`config.mk`:
```
export PLATFORM = sky130hd
export DESIGN_NAME = mem_load_ctrl
export DESIGN_NICKNAME = d
export VERILOG_FILES = /design/src/rtl/mem_pkg.sv /design/src/rtl/extender.sv /design/src/rtl/lane_extend.sv /design/src/rtl/mem_load_ctrl.sv
export SDC_FILE = /design/constraint.sdc
export NUM_CORES = 1
export LEC_CHECK = 0
export CORE_MARGIN = 2
export CORE_UTILIZATION = 48
export DETAILED_ROUTE_END_ITERATION = 7
export GPL_TIMING_DRIVEN = 1
export PLACE_DENSITY = 0.92
export SYNTH_ARGS = -nofsm -noshare
export SYNTH_HDL_FRONTEND = slang
export SYNTH_SLANG_ARGS = --single-unit
```
`constraint.sdc`:
```
create_clock -name clk -period 4.35 [get_ports clk]
set_input_delay 0.87 -clock clk [delete_from_list [all_inputs] [get_ports clk]]
set_output_delay 0.87 -clock clk [all_outputs]
set_load 0.02 [all_outputs]
```
`src/rtl/mem_pkg.sv`:
```
// Shared definitions for the MEM-stage load sequencer: load op encodings,
// FSM states and the alignment/legality check applied to incoming requests.
package mem_pkg;

   localparam logic [2:0] LOAD_LW  = 3'd0;
   localparam logic [2:0] LOAD_LH  = 3'd1;
   localparam logic [2:0] LOAD_LHU = 3'd2;
   localparam logic [2:0] LOAD_LB  = 3'd3;
   localparam logic [2:0] LOAD_LBU = 3'd4;

   typedef enum logic [1:0] {
      ST_IDLE  = 2'd0,
      ST_ISSUE = 2'd1,
      ST_WAIT  = 2'd2,
      ST_RESP  = 2'd3
   } state_e;

   // Illegal op encodings are folded in so one test rejects every unserviceable request.
   function automatic logic is_misaligned(input logic [2:0] op, input logic [1:0] addr_lo);
      logic bad;
      case (op)
         LOAD_LW:            bad = (addr_lo != 2'b00);
         LOAD_LH, LOAD_LHU:  bad = addr_lo[0];
         LOAD_LB, LOAD_LBU:  bad = 1'b0;
         default:            bad = 1'b1;
      endcase
      return bad;
   endfunction

endpackage

```
`src/rtl/extender.sv`:
```
// Parameterised lane extender: widens a WIDTH-bit value to 32 bits,
// replicating its MSB when sext is set and zero-filling otherwise.
module extender #(
   parameter int WIDTH = 8
) (
   input  logic [WIDTH-1:0] value,
   input  logic             sext,
   output logic [31:0]      result
);

   logic fill_s;

   // Upper bits come from the lane MSB only for signed loads.
   always_comb begin
      fill_s = sext & value[WIDTH-1];
      result = {{(32-WIDTH){fill_s}}, value};
   end

endmodule

```
`src/rtl/lane_extend.sv`:
```
// Picks the addressed byte/halfword out of a little-endian memory word and
// extends it to 32 bits according to the load op.
module lane_extend
   import mem_pkg::*;
(
   input  logic [31:0] word,
   input  logic [1:0]  addr_lo,
   input  logic [2:0]  op,
   output logic [31:0] result
);

   logic [7:0]  byte_s;
   logic [15:0] half_s;
   logic        sext_s;
   logic [31:0] byte_ext_s;
   logic [31:0] half_ext_s;

   // Lane selection and signedness decode.
   always_comb begin
      case (addr_lo)
         2'd0:    byte_s = word[7:0];
         2'd1:    byte_s = word[15:8];
         2'd2:    byte_s = word[23:16];
         2'd3:    byte_s = word[31:24];
         default: byte_s = 8'd0;
      endcase
      if (addr_lo[1]) begin
         half_s = word[31:16];
      end else begin
         half_s = word[15:0];
      end
      sext_s = (op == LOAD_LB) || (op == LOAD_LH);
   end

   extender #(.WIDTH(8)) u_byte_ext (
      .value  (byte_s),
      .sext   (sext_s),
      .result (byte_ext_s)
   );

   extender #(.WIDTH(16)) u_half_ext (
      .value  (half_s),
      .sext   (sext_s),
      .result (half_ext_s)
   );

   // Final result mux by access size.
   always_comb begin
      case (op)
         LOAD_LW:            result = word;
         LOAD_LH, LOAD_LHU:  result = half_ext_s;
         LOAD_LB, LOAD_LBU:  result = byte_ext_s;
         default:            result = 32'd0;
      endcase
   end

endmodule

```
`src/rtl/mem_load_ctrl.sv`:
```
// MEM-stage load sequencer: accepts one load, issues a word-aligned read,
// waits (bounded) for the ack, extends the lane and hands it to writeback.
module mem_load_ctrl
   import mem_pkg::*;
#(
   parameter int TIMEOUT = 16,
   parameter int CNT_W   = 8
) (
   input  logic        clk,
   input  logic        rst,
   input  logic        req_valid,
   output logic        req_ready,
   input  logic [2:0]  req_op,
   input  logic [31:0] req_addr,
   output logic        mem_req,
   output logic [31:0] mem_addr,
   input  logic        mem_ack,
   input  logic [31:0] mem_rdata,
   output logic        resp_valid,
   input  logic        resp_ready,
   output logic [31:0] resp_data,
   output logic        resp_err
);

   state_e             state_r;
   state_e             next_state_s;
   logic [2:0]         op_r;
   logic [1:0]         addr_lo_r;
   logic [CNT_W-1:0]   cnt_r;
   logic [31:0]        lane_data_s;
   logic               timeout_s;
   logic               resp_load_s;
   logic [31:0]        resp_data_s;
   logic               resp_err_s;

   lane_extend u_lane (
      .word    (mem_rdata),
      .addr_lo (addr_lo_r),
      .op      (op_r),
      .result  (lane_data_s)
   );

   // Next-state decode plus the response payload captured on entry to RESP.
   always_comb begin
      next_state_s = state_r;
      resp_load_s  = 1'b0;
      resp_data_s  = 32'd0;
      resp_err_s   = 1'b0;
      timeout_s    = (cnt_r == CNT_W'(TIMEOUT - 1));
      case (state_r)
         ST_IDLE: begin
            if (req_valid) begin
               if (is_misaligned(req_op, req_addr[1:0])) begin
                  next_state_s = ST_RESP;
                  resp_load_s  = 1'b1;
                  resp_err_s   = 1'b1;
               end else begin
                  next_state_s = ST_ISSUE;
               end
            end else begin
               next_state_s = ST_IDLE;
            end
         end
         ST_ISSUE: begin
            if (mem_ack) begin
               next_state_s = ST_RESP;
               resp_load_s  = 1'b1;
               resp_data_s  = lane_data_s;
            end else begin
               next_state_s = ST_WAIT;
            end
         end
         ST_WAIT: begin
            // An ack in the final wait cycle still wins over the timeout.
            if (mem_ack) begin
               next_state_s = ST_RESP;
               resp_load_s  = 1'b1;
               resp_data_s  = lane_data_s;
            end else if (timeout_s) begin
               next_state_s = ST_RESP;
               resp_load_s  = 1'b1;
               resp_err_s   = 1'b1;
            end else begin
               next_state_s = ST_WAIT;
            end
         end
         ST_RESP: begin
            if (resp_ready) begin
               next_state_s = ST_IDLE;
            end else begin
               next_state_s = ST_RESP;
            end
         end
         default: begin
            next_state_s = ST_IDLE;
         end
      endcase
   end

   // State register and registered outputs.
   always_ff @(posedge clk) begin
      if (rst) begin
         state_r    <= ST_IDLE;
         op_r       <= LOAD_LW;
         addr_lo_r  <= 2'b00;
         cnt_r      <= {CNT_W{1'b0}};
         req_ready  <= 1'b1;
         mem_req    <= 1'b0;
         mem_addr   <= 32'd0;
         resp_valid <= 1'b0;
         resp_data  <= 32'd0;
         resp_err   <= 1'b0;
      end else begin
         state_r   <= next_state_s;
         req_ready <= (next_state_s == ST_IDLE);
         mem_req   <= (next_state_s == ST_ISSUE);
         if (state_r == ST_WAIT) begin
            cnt_r <= cnt_r + CNT_W'(1);
         end else begin
            cnt_r <= {CNT_W{1'b0}};
         end
         if ((state_r == ST_IDLE) && req_valid) begin
            op_r      <= req_op;
            addr_lo_r <= req_addr[1:0];
            mem_addr  <= {req_addr[31:2], 2'b00};
         end
         if (resp_load_s) begin
            resp_valid <= 1'b1;
            resp_data  <= resp_data_s;
            resp_err   <= resp_err_s;
         end else if ((state_r == ST_RESP) && resp_ready) begin
            resp_valid <= 1'b0;
            resp_err   <= 1'b0;
         end
      end
   end

endmodule

```
==> results.md <==
- PwrDens: 377 nW/um^2
- Top cells by area, synth: dfxtp_1 (42%), nand2_1 (9.3%), a21oi_1 (6.5%), nor3b_1 (3.5%), a21o_1 (3.3%)
- Slew Viols, Final: 0
- CTS tree: yes
- Asr flop ratio synth: 0%
- Unrepaired setup endpoints after global routing: false
- Count leader, synth: nand2_1
- Max Fclk: 0.356 GHz
- H-tree depth: 3
- Hold WS: 454 ps
- Clk pwr share: 29.0%
- Vias: 3863
- WL final: 11000 um
- Sw frac: 31.1%
- # DRC: 2
- Worst Hold Class: register to register
- Predominant post-synthesis flop cell: dfxtp_1
- Syn Inst Count: 469
- Share of layout cells above drive strength 1: 6.44%
- First-pass GRT wire length: 17300 um
- Final setup fails: 0
- Post-Layout Cell Count: 692
- Post-synthesis cell type count: 45
- Post-CTS setup buffers: 0
- Worst EP arrival: 3060 ps
- Nets: 663
- Pre-antenna DRT Iters: 8
- EDFF count, synth: 0
- Seq/Total Area, Yosys: 42.3%
- Setup TNS: 0 ps
- Status: finished, violations left
- Die W: 93.4 um
- Crit share post-route: 64.5%
- CTS root buf: clkbuf_8
- Crit end category: register
- Post-DP Area: 5200 um^2
- Synthesis-to-layout area growth: 41.5%
- Ys Warns: 0
- Crit Path Category: input pin to register
- Routing usage on met3: 4.92%
- Number of instances in the placed design: 676
- Clock tree buffer depth: 2
- ANT nets after route: 0
- Clk slew on worst S/H paths: 80 ps
- Die Area: 8720 um^2
- VDD IR max: 0.218 mV
- Post-CTS sizing: 0
- Mapped Avg Cell Area: 8.18 um^2
- Largest net degree at the start of global routing: 59
- Area leader, netlist: dfxtp_1
- Rows: 32
- Psw: 635 uW
- Sequential cell area: 1620 um^2
- Critical Path Source Type: input pin
- Gr usage total: 25.0%
- Worst-Skew Late Latency: 340 ps
- CTS buffer count: 9
- Post-route cell area: 5430 um^2
- Slew @ Worst Pin: 1130 ps
- Violated checks: DRC
- Vias in the first global route: 3709
- Slew HR: 24.4%
- Gr ovfl total: 0
- Combinational power share: 28.6%
- Int Power: 1.41 mW
- GPL Wtd Cong: 0.855
- DP Wirelength: 7880 um
- Worst Skew: 8.30 ps
- Synth Cell Area: 3830 um^2
- Routed vias/inst: 5.58
- Starting Density: 49.6%
- Sequential share of power: 42.5%
- Initial antenna violation count: 0
- Die H: 93.4 um
- Busiest grt layer: met2
- Synth top area share: 42.3%
- Hold-fix buffers, CTS: 0
- Multi-input logic area: 2020 um^2
- Initial DRC Count: 299
- Core Area: 7730 um^2
- Max-cap violations: 0
- CP max FO: 33
- Final Hold Violating Endpoints: 0
- Clock sinks: 81
- Register bit total from synthesis: 81
- Layout fillers: 563
- Top post-synthesis cells by count: nand2_1 (95), dfxtp_1 (81), a21oi_1 (50)
- GR Util met1: 30.5%
- Leak Pwr: 2.02 nW
- Met2 usage: 42.8%
- Tmin final: 2810 ps
- I/O Pins: 140
- Wire per inst: 15.8 um
- WP data required: 4610 ps
- # diodes: 0
- Port bufs: 137
-- stage by stage --
step / util (%) / worst slack [ps] / power [mW]
3_3_place_gp: 67.3 / 1390 / 1.44
2_1_floorplan: - / 2140 / 1.22
6_report: 70.2 / 1540 / 2.04
4_1_cts: 70.2 / 1590 / 2.04
3_5_place_dp: 67.3 / 1240 / 1.46
5_1_grt: 70.2 / 1380 / 2.13
-- layer usage --
layer | vias to the layer above | share of wire [%]
met2 | 166 | 49
met3 | 31 | 6.8
met5 | - | 0
met4 | 0 | 2.9
li1 | 1866 | -
met1 | 1800 | 41
-- cell families after synthesis --
| family | count (synthesis) | share of synthesized area, % |
|---|---|---|
| AOI/OAI and AO/OA | 139 | 23.5 |
| xor gates and xnor gates | 7 | 1.60 |
| muxes | 10 | 2.84 |
| buffers and inverters | 44 | 5.45 |
| adders and majority gates | 6 | 1.96 |
| DFF | 81 | 42.3 |
| and+or+nand+nor | 181 | 22.3 |
| other | 1 | 0.0978 |
-- critical path, stage by stage --
cell and delay [ps]:
clkdlybuf4s50_1 510, and2_1 290, o2111ai_1 230, a31oi_4 490
buf_4 390, o211ai_1 140, o21ai_0 130
-- registers in the layout (all words and copies together), names as in the netlist --
| name | flops |
|---|---|
| addr_lo_r | 2 |
| cnt_r | 8 |
| mem_addr | 30 |
| mem_req | 1 |
| op_r | 3 |
| req_ready | 1 |
| resp_data | 32 |
| resp_err | 1 |
| resp_valid | 1 |
| state_r | 2 |
-- placed cells by master (no fill, tap or decap), drive strengths merged, types with 13 or more instances in the layout --
master,synthesis,layout
nand2,95,95
a31o,16,16
nor2,30,30
dfxtp,81,81
a21oi,50,50
o21ai,21,21
clkdlybuf4s50,0,136
nor3b,18,18
clkbuf,25,13
a21o,17,17
-- final timing paths --
path / from / endpoint / slack [ps] / cells after the start
min: mem_addr[4] / mem_addr[4] / 450 / 2
max: req_valid / resp_data[15] / 1540 / 7
min reg2reg: mem_addr[4] / mem_addr[4] / 450 / 2
max reg2reg: state_r[0] / resp_data[15] / 1600 / 8
-- layout make-up --
type / instances / area share, %
Multi-Input combinational cell: 345 / 37.3
Sequential cell: 81 / 29.9
Timing Repair Buffer: 142 / 25.9
Clock buffer: 13 / 3.30
Tap cell: 102 / 2.35
Clock inverter: 3 / 0.853
Inverter: 6 / 0.415
-- power groups by stage --
stage	logic (mW)	registers [mW]	clock network [mW]
after global routing	0.626	0.877	0.632
after CTS	0.581	0.867	0.597
final	0.584	0.867	0.592
after detailed placement	0.575	0.883	0
after global placement	0.557	0.880	0
after floorplan	0.276	0.939	0
No activity file was read; power rests on OpenSTA's default activity.
